## src/rtl/fetch_unit_pkg.sv

```systemverilog
// Shared opcode/width definitions for the fetch stage and its next-PC helper.
package fetch_unit_pkg;

    localparam int unsigned W_CPU    = 32;
    localparam int unsigned W_IMM    = 16;
    localparam int unsigned W_JADDR  = 26;
    localparam int unsigned W_PC_SRC = 2;

    // Next-PC source selected by decode.
    typedef enum logic [W_PC_SRC-1:0] {
        PC_SRC_NEXT = 2'd0,
        PC_SRC_BRCH = 2'd1,
        PC_SRC_JUMP = 2'd2,
        PC_SRC_REGF = 2'd3
    } pc_src_e;

    // Fetch FSM states.
    typedef enum logic [1:0] {
        FS_BOOT   = 2'd0,
        FS_REQ    = 2'd1,
        FS_VALID  = 2'd2,
        FS_HALTED = 2'd3
    } fetch_state_e;

    // Sign-extended, word-scaled branch offset.
    function automatic logic [W_CPU-1:0] branch_offset(input logic [W_IMM-1:0] imm);
        return {{(W_CPU - W_IMM - 2){imm[W_IMM-1]}}, imm, 2'b00};
    endfunction

endpackage

```

## src/rtl/fetch_unit_next_pc_calc.sv

```systemverilog
// Combinational next-PC selection for the fetch stage.
module next_pc_calc
    import fetch_unit_pkg::*;
(
    input  logic [W_CPU-1:0]   pc_plus4,
    input  pc_src_e            pc_src,
    input  logic               check_zero,
    input  logic               alu_zero,
    input  logic [W_IMM-1:0]   imm,
    input  logic [W_JADDR-1:0] addr,
    input  logic [W_CPU-1:0]   reg_data,
    output logic [W_CPU-1:0]   next_pc,
    output logic               misalign_hit
);

    logic taken;

    // Select the retire target; all adds wrap at W_CPU bits.
    always_comb begin
        next_pc      = pc_plus4;
        misalign_hit = 1'b0;
        taken        = check_zero ? alu_zero : ~alu_zero;
        case (pc_src)
            PC_SRC_NEXT: next_pc = pc_plus4;
            PC_SRC_BRCH: next_pc = taken ? (pc_plus4 + branch_offset(imm)) : pc_plus4;
            PC_SRC_JUMP: next_pc = {pc_plus4[W_CPU-1:W_CPU-4], addr, 2'b00};
            PC_SRC_REGF: begin
                next_pc      = {reg_data[W_CPU-1:2], 2'b00};
                misalign_hit = (reg_data[1:0] != 2'b00);
            end
            default:     next_pc = pc_plus4;
        endcase
    end

endmodule

```

## src/rtl/fetch_unit.sv

```systemverilog
// Instruction fetch stage: PC register, req/ack fetch FSM and instruction latch.
module fetch_unit
    import fetch_unit_pkg::*;
#(
    parameter logic [W_CPU-1:0] RESET_PC = 32'h0000_0000
) (
    input  logic                clk,
    input  logic                rst_n,
    output logic                imem_req,
    output logic [W_CPU-1:0]    imem_addr,
    input  logic                imem_ack,
    input  logic [W_CPU-1:0]    imem_rdata,
    output logic [W_CPU-1:0]    inst,
    output logic                inst_valid,
    input  logic                inst_ready,
    output logic [W_CPU-1:0]    pc,
    output logic [W_CPU-1:0]    pc_plus4,
    input  logic [W_PC_SRC-1:0] pc_src,
    input  logic                check_zero,
    input  logic                alu_zero,
    input  logic [W_IMM-1:0]    imm,
    input  logic [W_JADDR-1:0]  addr,
    input  logic [W_CPU-1:0]    reg_data,
    input  logic                halt,
    output logic                misalign
);

    fetch_state_e     state_q,      state_d;
    logic [W_CPU-1:0] pc_q,         pc_d;
    logic [W_CPU-1:0] pc_plus4_q,   pc_plus4_d;
    logic [W_CPU-1:0] inst_q,       inst_d;
    logic             inst_valid_q, inst_valid_d;
    logic             imem_req_q,   imem_req_d;
    logic             misalign_q,   misalign_d;

    logic [W_CPU-1:0] next_pc;
    logic             misalign_hit;

    next_pc_calc u_next_pc_calc (
        .pc_plus4     (pc_plus4_q),
        .pc_src       (pc_src_e'(pc_src)),
        .check_zero   (check_zero),
        .alu_zero     (alu_zero),
        .imm          (imm),
        .addr         (addr),
        .reg_data     (reg_data),
        .next_pc      (next_pc),
        .misalign_hit (misalign_hit)
    );

    // Next-state and next-output logic; imem_req is registered so it tracks the REQ state exactly.
    always_comb begin
        state_d      = state_q;
        pc_d         = pc_q;
        pc_plus4_d   = pc_plus4_q;
        inst_d       = inst_q;
        inst_valid_d = inst_valid_q;
        imem_req_d   = imem_req_q;
        misalign_d   = misalign_q;
        case (state_q)
            FS_BOOT: begin
                state_d    = FS_REQ;
                imem_req_d = 1'b1;
            end
            FS_REQ: begin
                if (imem_ack) begin
                    inst_d       = imem_rdata;
                    inst_valid_d = 1'b1;
                    imem_req_d   = 1'b0;
                    state_d      = FS_VALID;
                end
            end
            FS_VALID: begin
                if (inst_ready) begin
                    pc_d         = next_pc;
                    pc_plus4_d   = next_pc + W_CPU'(4);
                    inst_valid_d = 1'b0;
                    if (misalign_hit) begin
                        misalign_d = 1'b1;
                    end
                    if (halt) begin
                        state_d = FS_HALTED;
                    end else begin
                        state_d    = FS_REQ;
                        imem_req_d = 1'b1;
                    end
                end
            end
            FS_HALTED: begin
                imem_req_d = 1'b0;
            end
            default: begin
                state_d    = FS_BOOT;
                imem_req_d = 1'b0;
            end
        endcase
    end

    // State and output registers with asynchronous reset.
    always_ff @(posedge clk or negedge rst_n) begin
        if (!rst_n) begin
            state_q      <= FS_BOOT;
            pc_q         <= RESET_PC;
            pc_plus4_q   <= RESET_PC + W_CPU'(4);
            inst_q       <= '0;
            inst_valid_q <= 1'b0;
            imem_req_q   <= 1'b0;
            misalign_q   <= 1'b0;
        end else begin
            state_q      <= state_d;
            pc_q         <= pc_d;
            pc_plus4_q   <= pc_plus4_d;
            inst_q       <= inst_d;
            inst_valid_q <= inst_valid_d;
            imem_req_q   <= imem_req_d;
            misalign_q   <= misalign_d;
        end
    end

    assign imem_req   = imem_req_q;
    assign imem_addr  = pc_q;
    assign inst       = inst_q;
    assign inst_valid = inst_valid_q;
    assign pc         = pc_q;
    assign pc_plus4   = pc_plus4_q;
    assign misalign   = misalign_q;

endmodule

```

## config.mk

```make
export PLATFORM = sky130hd
export DESIGN_NAME = fetch_unit
export DESIGN_NICKNAME = d
export VERILOG_FILES = /design/src/rtl/fetch_unit_pkg.sv /design/src/rtl/fetch_unit_next_pc_calc.sv /design/src/rtl/fetch_unit.sv
export SDC_FILE = /design/constraint.sdc
export NUM_CORES = 1
export LEC_CHECK = 0
export CAP_MARGIN = 15
export CORE_MARGIN = 4
export CORE_UTILIZATION = 44
export DETAILED_ROUTE_END_ITERATION = 10
export PLACE_DENSITY = 0.77
export SLEW_MARGIN = 25
export SYNTH_ARGS = -nofsm -noshare
export SYNTH_HDL_FRONTEND = slang
export SYNTH_SLANG_ARGS = --single-unit
```

## constraint.sdc

```tcl
create_clock -name clk -period 4.2 [get_ports clk]
set_clock_uncertainty 0.15 [all_clocks]
set_input_delay 0.63 -clock clk [delete_from_list [all_inputs] [get_ports clk]]
set_output_delay 0.63 -clock clk [all_outputs]
set_load 0.005 [all_outputs]
```

After elaboration in Yosys (flattened, before gate mapping)
Cells that the tools add are included.
Word-level totals
  register bits: 101
  bits in latches: 0
  RAM bits: 0
  ROM bits: 0
  input bits: 115
  word-level logic and storage cells: 45
  memories: 0
Operators by class
  $add $sub $neg: 2
  multipliers: 0
  divide/modulo/power cells: 0
  magnitude comparators: 0
  equal/unequal tests: 9
  shift operators: 0
  multiplexer cells: 15
  bitwise gates (word level): 1
  reduce and logical (&&, ||, !) cells: 11
Operators with widths (number)
  one-hot mux 32 bit (4 select lines): 1
  adder 32 x 3 -> 32 bit, second input constant: 1
  adder 32 bit: 1
  two-way mux 32 bit: 1
  AND reduction 3 bit: 4
  == test 2 bit, second input constant: 4
  two-way mux 1 bit: 7
  two-way mux 2 bit: 3
  != test 2 bit, second input constant: 3
  one-hot mux 2 bit (3 select lines): 1
  == test 2 x 1 -> 1 bit, second input constant: 2
  zero test 2 bit: 2
  one-hot mux 1 bit (4 select lines): 1
  AND reduction 2 bit: 2
  nonzero test 2 bit: 2
  nonzero test 3 bit: 1
  one-hot mux 1 bit (2 select lines): 1
  NOT 1 bit: 1

Logic depth before layout (Yosys ltp)
  depth after elaboration: 5
  gate-level depth with buffers: 15

By module
Synthesis repeated with hierarchy kept, for this count alone.
Second synthesis, totals
  cells, all modules: 838
  area, all modules: 7173.1 µm²
Modules (own cells, without submodules)
  fetch_unit: instances 1, cells an instance 456, area each 4643.2 µm², sequential area each 2478.6 µm²
  next_pc_calc: instances 1, cells an instance 382, area each 2529.9 µm², sequential area each 0.0 µm²

Least setup slack after synthesis
OpenSTA, ideal clock, no wires.
  path type: input-to-reg
  start point: input port imm[0]
  end point: register pc_plus4_q[31], in the netlist pc_plus4[31]
  setup time: 0.082 ns
  arrival time: 4.160 ns
  path slack: -0.192 ns
  cell stages on the path: 13
  path buffers: 1
  cells stage by stage: ha_1 > inv_1 > fa_1 > nand2b_1 > a211oi_4 > o21ai_0 > a211o_1 > or4_1 > buf_2 > or3_4 > or4_4 > or3_1 > a31oi_1
Between the ends
  word-level cells in the longest chain between the ends: 4
Ends and longest elaborated chain
  start: declaration: line fetch_unit.sv:21  | input logic [W_IMM-1:0] imm,
  adder 32 bit: line fetch_unit_next_pc_calc.sv:25  | PC_SRC_BRCH: next_pc = taken ? (pc_plus4 + branch_offset(imm)) : pc_plus4;
  two-way mux 32 bit: line fetch_unit_next_pc_calc.sv:25
  one-hot mux 32 bit (4 select lines): line fetch_unit_next_pc_calc.sv:23  | case (pc_src)
  adder 32 x 3 -> 32 bit: line fetch_unit.sv:76  | pc_plus4_d = next_pc + W_CPU'(4);
  end signal: assignment: line fetch_unit.sv:104  | pc_plus4_q <= RESET_PC + W_CPU'(4);
  end signal: assignment: line fetch_unit.sv:112  | pc_plus4_q <= pc_plus4_d;
  end: declaration: line fetch_unit.sv:30  | logic [W_CPU-1:0] pc_plus4_q, pc_plus4_d;
No other way between the ends.
A chain may end at the register's enable or synchronous reset.

Worst setup path in the final report
  start point: register pc_plus4_q[2], in the netlist pc_plus4[2]
  end point: register pc_plus4_q[31], in the netlist pc_plus4[31]
Between the ends
  word-level cells in the longest chain between the ends: 4
Ends and longest elaborated chain (line)
  adder 32 bit: fetch_unit_next_pc_calc.sv:25
  two-way mux 32 bit: fetch_unit_next_pc_calc.sv:25
  one-hot mux 32 bit (4 select lines) *: fetch_unit_next_pc_calc.sv:23
  adder 32 x 3 -> 32 bit *: fetch_unit.sv:76
Mark *: on every way between the ends. The rest lies on a longest branch, timed or not.

==> reports/qor.txt <==
======================================================================================
Diodes inserted                                                                      0
Data arrival time of the worst path                                            4270 ps
Post-synth top flop                                                            dfrtp_1
Peak supply drop                                                                418 uV
Reg-to-reg setup timing slack                                                    50 ps
TritonCTS buffer count                                                               9
Number of global-route vias before repair                                        9,056
Startpoint type of the worst setup path                                      flip-flop
Count of fill cells added during filler insertion                                1,355
# port buffers                                                                     245
Post-DP Area                                                              11,800 sq um
H-Tree Depth                                                                         3
Global-route track usage on met1                                                 0.395
Routed via count divided by cell count                                            5.80
First DRT Iteration DRCs                                                           884
Post-layout nets                                                                 1,508
Met3 track demand over resource                                                 0.0437
Post-Syn Area                                                               7950 sq um
Root Buffer                                                                  clkbuf_16
Starting density of the core                                                     0.455
Post-Syn Nets                                                                    1,118
Detailed-placement wirelength estimate                                         25.4 mm
Tcrit/Tclk final                                                                 0.989
Area leader, netlist                                                           dfrtp_1
Leading cell type in the layout, fill and taps excluded                   clkdlybuf4s50_1
Setup CP Type                                                                  reg2reg
Type of the most critical hold path                                           in2async
Number of distinct standard cells referenced by the synthesized netlist             86
Sequential share of the synthesized area                                         0.312
Total of endpoints with negative setup slack in the final report                     0
CORE AREA                                                                 17,500 sq um
I/O pin count                                                                      246
Total congestion overflow                                                            0
Post-route DRC                                                                       0
Achievable frequency                                                           241 MHz
Count of max-cap constraint violations                                               0
Post-CTS Hold Buffers                                                                0
Pre-antenna DRT Iters                                                                6
Sink count of the clock tree                                                        99
Pleak                                                                       0.00541 uW
Clock latency on the worst-skew pair                                            350 ps
Mean instance size in the synthesized netlist                               8.22 sq um
Number of enable flip-flop cells after synthesis                                     0
Max FO, Critical Path                                                                3
Design Area, Final                                                        12,300 sq um
Critical Path Sink Type                                                      flip-flop
Routability congestion estimate from global placement                            0.987
Final antenna-violating net count                                                    0
Number of cells on the worst reg-to-reg path                                        13
Maximum number of pins on one net before global-route repair                        63
Sequential share of power                                                        0.234
Fraction of post-synthesis cell area in the top cell type by area                0.308
Number of instances in the synthesized netlist                                     968
Period minus WS final                                                          4150 ps
Slew Limit Headroom                                                              0.295
Fraction of final layout cells with drive strength greater than 1                0.231
Endpoint of the worst-slack reg-to-reg timing path                        pc_plus4[31]$_DFFE_PN0P_
Total length of routed wires                                                   31.7 mm
Fraction of power consumed by combinational cells                                0.663
Vertical die dimension                                                          142 um
Run status                                                                finished clean
Clock power share                                                                0.103
Overall global routing resource usage                                            0.301
Routed length per instance                                                     20.0 um
Highest-count cells in the layout ignoring fill and taps                  241 x clkdlybuf4s50_1, 221 x buf_4, 165 x nand2_1, 98 x dfrtp_1, 73 x o21ai_0
Beginning of the worst register-to-register path                          pc_plus4[2]$_DFFE_PN1P_
Net switching power                                                            3200 uW
CTS tree                                                                         built
Sw frac                                                                          0.404
Post-synth ARST share                                                             1.00
Via count of the routed design                                                   9,208
Number of register bits inferred by synthesis                                       99
Max-slew violation count                                                             0
Met2 Resource Use GR                                                             0.505
Maximum root-to-sink buffer count                                                    2
Warnings from Yosys                                                                  0
Top cells by area in the synthesized netlist                              dfrtp_1 31%, nand2_1 7.8%, ha_1 5.3%
Die Width                                                                       142 um
Total power per unit cell area                                             647 nW/um^2
Number of failing hold endpoints at the final stage                                  0
Number of antenna violations at the first check in global routing                    1
RSZ-0062 raised after global routing                                              true
CTS clk-pin slew, worst paths                                                    70 ps
Layer with the highest usage                                                      met2
Crit path required time                                                        4320 ps
Overall die area                                                          20,300 sq um
Transition at the pin with the smallest max-transition slack                   1060 ps
Area growth from synthesis to layout                                             54.3%
Std-Cell Rows                                                                       48
Global-route wire length before repair                                         48.6 mm
Power consumption                                                              7940 uW
Internal Dissipation                                                           4730 uW
======================================================================================
## stage by stage
stage / util / hold WS [ps] / worst slack (ps) / std cells / setup TNS (ps)
global placement: 0.678 / 311 / -457 / 1568 / -2680
detailed placement: 0.678 / 318 / -524 / 1568 / -3520
global route: 0.702 / 274 / -38.3 / 1588 / -38.3
floorplan: - / 184 / 8.29 / 968 / 0
finish: 0.702 / 206 / 46.2 / 1588 / 0
CTS: 0.697 / 255 / -25.3 / 1587 / -25.3
## worst max-delay path by stage
| stage | start | end | slack, ps | cells past startpoint |
|---|---|---|---|---|
| 6_report | pc_plus4[2]$_DFFE_PN1P_ | pc_plus4[31]$_DFFE_PN0P_ | 50 | 13 |
| 5_1_grt | pc_plus4[2]$_DFFE_PN1P_ | pc_plus4[31]$_DFFE_PN0P_ | -40 | 13 |
| 4_1_cts | pc_plus4[2]$_DFFE_PN1P_ | pc_plus4[31]$_DFFE_PN0P_ | -30 | 13 |
| 3_5_place_dp | imm[0] | pc_plus4[25]$_DFFE_PN0P_ | -520 | 14 |
| 3_3_place_gp | imm[0] | pc_plus4[31]$_DFFE_PN0P_ | -460 | 14 |
| 2_1_floorplan | imm[0] | pc_plus4[31]$_DFFE_PN0P_ | 8 | 14 |
## registers in the layout, indices dropped and copies added (netlist names), named ones only
| signal | count |
|---|---|
| misalign | 1 |
| imem_addr | 30 |
| inst | 32 |
| inst_valid | 1 |
| pc_plus4 | 30 |
| imem_req | 1 |
| state_q | 2 |
## worst max-delay path, stage by stage (launching register included)
cell and delay, ps:
dfstp_2 560, ha_4 140, inv_2 40, fa_2 350, nand2b_4 160, a211oi_4 280, buf_4 170, o21ai_2 50
a211o_1 330, or4_4 520, or3_4 400, or4_4 440, or3_1 320, a31oi_1 160
## final cells by class
type,instances,area [sq um],share of cell area
multi-input cells,762,5040,0.410
repair buffers,466,4110,0.335
flip-flops and latches,99,2480,0.202
well taps,225,282,0.0229
clock buffers,10,239,0.0195
inverters,20,75.1,0.00612
clock inverters,6,56.3,0.00459
## cells in the mapped netlist, drive strengths merged (6+ instances only)
library cell	n
nand2	166
dfrtp	98
o21ai	79
nor2	70
a21oi	65
buf	59
ha	34
mux2	34
clkbuf	28
inv	20
xor2	20
nand4	19
nor3	17
nand3	16
xnor2	15
mux2i	13
a211oi	12
nand2b	11
o21a	11
and2	10
nor3b	10
o211ai	10
a21boi	9
a21o	9
a221oi	9
and3	8
or3	8
a221o	6
a22oi	6
a31oi	6
nor4	6
## power by group through the flow
stage / clock network (uW) / logic, uW / registers (uW)
2_1_floorplan: 0 / 2290 / 1780
5_1_grt: 866 / 5660 / 1910
3_3_place_gp: 0 / 4990 / 1830
6_report: 819 / 5260 / 1860
4_1_cts: 828 / 5160 / 1840
3_5_place_dp: 0 / 5080 / 1850
## metal layers
layer  up-vias  wire length, um
li1       4270                -
met1      4383            12900
met2       457            15300
met3        96             2290
met4         2             1150
met5         -               15
## cell families (layout without fill, tap and decap cells)
family | after synthesis | count (layout) | synth area share
compound gates | 279 | 279 | 0.232
xor+xnor | 35 | 35 | 0.0395
simple gates | 365 | 365 | 0.220
buf+inv | 107 | 502 | 0.0731
mux | 48 | 48 | 0.0673
flops | 99 | 99 | 0.312
fa+ha+maj | 35 | 35 | 0.0560
## what timing repair did
action	4_1_cts	5_1_grt
setup buffers	3	2
setup endpoints to repair	4	4
pin swaps	10	13
resized for setup	8	19
Note: power is estimated with default switching activity, not from simulation.
==> RTL change: new RTL, config.mk and constraints unchanged <==
Make the reset (`rst_n`) synchronous in one clocked block. Comments in the files are not updated.
--- a/src/rtl/fetch_unit.sv
+++ b/src/rtl/fetch_unit.sv
@@ -97,7 +97,7 @@
     end
 
     // State and output registers with asynchronous reset.
-    always_ff @(posedge clk or negedge rst_n) begin
+    always_ff @(posedge clk) begin
         if (!rst_n) begin
             state_q      <= FS_BOOT;
             pc_q         <= RESET_PC;
Function: differs if rst_n is asserted again (counterexample within 4 cycles, from zero or initial values and one cycle with rst_n low); with rst_n held inactive, the same outputs for 4 cycles.
==> RTL change against the unedited design <==
Worst hold slack improved by 0.098 ns. Register-to-register slack gained 0.38 ns. Final area decreased by 7.6%. Worst setup slack better by 0.066 ns. Sequential cell count stayed put. Sequential share of layout area shrank 2.7 points. Area after synthesis shrank 3.5%. Routed wire length decreased by 9.0%. Die area down 3.3%. Largest cell class unchanged. Synthesized cell count is 8.3% higher. Maximum frequency rose by 1.6%.
Power is not compared: it rests on default switching activity, and its combinational part moved more than twofold at a synthesized area within 25%.
==> RTL change: results <==
set metrics [dict create \
    run_status "finished, final reports clean" \
    post_synth_most_frequent_cells "sky130_fd_sc_hd__nand2_1, sky130_fd_sc_hd__a21oi_1, sky130_fd_sc_hd__nor2_1" \
    grt_util_overall_pct 28.1 \
    switchingPower_w 0.000866 \
    detailed_place_hpwl_um 23300 \
    antenna_violations_before_repair 0 \
    clk-insertion-delay-late_ns 0.34 \
    avgSynthCellArea_um2 7.32 \
    pin_count_of_the_biggest_net_entering_global_routing 39 \
    htree_levels 3 \
    net_count_of_the_mapped_netlist 1198 \
    timing.critical_path.max_delay_family "compound AO/OA/AOI/OAI gates" \
    detail_route.drc_violations 0 \
    grt_pass1_wl_um 45300 \
    placedCellCount 1569 \
    worst-r2r-setup-slack_ns 0.43 \
    grt_pass1_vias 8839 \
    final_net_count 1506 \
    leakagePower_nw 4.40 \
    drive_gt1_share_pct 15.7 \
    worst_slew_margin_rel_pct 56.6 \
    yosys_most_used_dff "sky130_fd_sc_hd__dfxtp_1" \
    drt-initial-drc-count 685 \
    clk_pin_slew_ns 0.07 \
    synth-seq-area-share_pct 25.8 \
    port_buffers 245 \
    synthTopCellsByArea "sky130_fd_sc_hd__dfxtp_1, sky130_fd_sc_hd__nand2_1, sky130_fd_sc_hd__a21oi_1" \
    global_placement_routability_congestion 0.986 \
    timing.critical_path.arrival_ns 4.17 \
    clockBufferDepth 2 \
    largest_register_ffs 32 \
    crit_path_top_delay_cell "sky130_fd_sc_hd__a2111oi_0" \
    pre_cts_slack_ns -0.373 \
    worst_ir_drop_vdd_mv 0.249 \
    timing.hold.ws_ns 0.303 \
    postLayoutSetupSlackWorst_ns 0.112 \
    detailedRoute.firstPassIterationCount 5 \
    ys_warn_count 0 \
    viasPerCell 5.73 \
    cts_buffers 9 \
    root_buffer "sky130_fd_sc_hd__clkbuf_16" \
    synth.lib_cells_used.distinct 85 \
    routed_wirelength_um 28800 \
    postSynth.asyncResetShare_pct 0 \
    antenna-diode-count 0 \
    max_stage_delay_ns 0.58 \
    dr_total_vias 9083 \
    hold_class "reg2reg" \
    cp_max_fo 4 \
]
[RTL change: changes by cell type after synthesis, moves of 6 or more]
| cell | unedited run | this run |
|---|---|---|
| sky130_fd_sc_hd__xor2_1 | 19 | 10 |
| sky130_fd_sc_hd__mux2_2 | 34 | 2 |
| sky130_fd_sc_hd__dfrtp_1 | 98 | 0 |
| sky130_fd_sc_hd__inv_1 | 18 | 24 |
| sky130_fd_sc_hd__clkbuf_1 | 28 | 41 |
| sky130_fd_sc_hd__a21oi_1 | 65 | 126 |
| sky130_fd_sc_hd__a211oi_1 | 11 | 27 |
| sky130_fd_sc_hd__nand4_1 | 19 | 12 |
| sky130_fd_sc_hd__dfxtp_1 | 0 | 99 |
| sky130_fd_sc_hd__nor2_1 | 69 | 103 |
| sky130_fd_sc_hd__o21ai_0 | 75 | 41 |
[RTL change: final timing paths]
kind,start,endpoint,depth (start not counted)
worst min-delay path,inst[14],inst[14],2
worst max register to register,pc_plus4[2],pc_plus4[28],16
worst min register to register,inst[14],inst[14],2
worst max-delay path,imm[0],pc_plus4[28],17
[RTL change: power groups by stage]
| stage | logic, W | clock network (W) | registers, W |
|---|---|---|---|
| 2_1_floorplan | 0.000465 | 0 | 0.00104 |
| 3_3_place_gp | 0.000904 | 0 | 0.00105 |
| 3_5_place_dp | 0.000920 | 0 | 0.00105 |
| 4_1_cts | 0.000925 | 0.000764 | 0.00103 |
| 5_1_grt | 0.00101 | 0.000804 | 0.00103 |
| 6_report | 0.000938 | 0.000751 | 0.00103 |
[RTL change: stage by stage]
step,utilization (%),area [um^2]
after detailed placement,64.2,11000
after global placement,64.2,11000
after floorplan,-,7670
final,66.0,11300
after global routing,66.0,11300
after CTS,65.8,11300
[RTL change: layout make-up]
type,instances,area [um^2]
clock buffers,9,225
well taps,225,282
inverters,25,93.8
flip-flops and latches,99,1980
fillers,1557,5840
clock inverters,6,43.8
multi-input cells,825,5110
repair buffers,396,3610
[RTL change: kinds of logic after synthesis]
family | count (synthesis) | synth area share, %
flops | 99 | 25.8
xor+xnor | 27 | 3.18
fa+ha+maj | 35 | 5.81
mux | 11 | 1.47
buf+inv | 124 | 8.15
simple gates | 415 | 25.5
compound gates | 337 | 30.0
[RTL change: what timing repair did]
item / CTS / global route
hold endpoints to repair: 0 / 0
endpoints found under the setup margin: 1 / 15
resized for setup: 1 / 8
pin swaps: 0 / 7
buffers inserted: 0 / 1
[RTL change: per-layer routing]
| layer | global-route usage (%) | share of wire, % | vias to the layer above | routed length [um] |
|---|---|---|---|---|
| met5 | 0 | 0 | - | 0 |
| met4 | 13.3 | 5.0 | 0 | 1430 |
| met3 | 4.47 | 6.2 | 95 | 1790 |
| met2 | 48.0 | 48 | 369 | 14000 |
| met1 | 34.5 | 40 | 4237 | 11700 |
| li1 | - | - | 4382 | - |
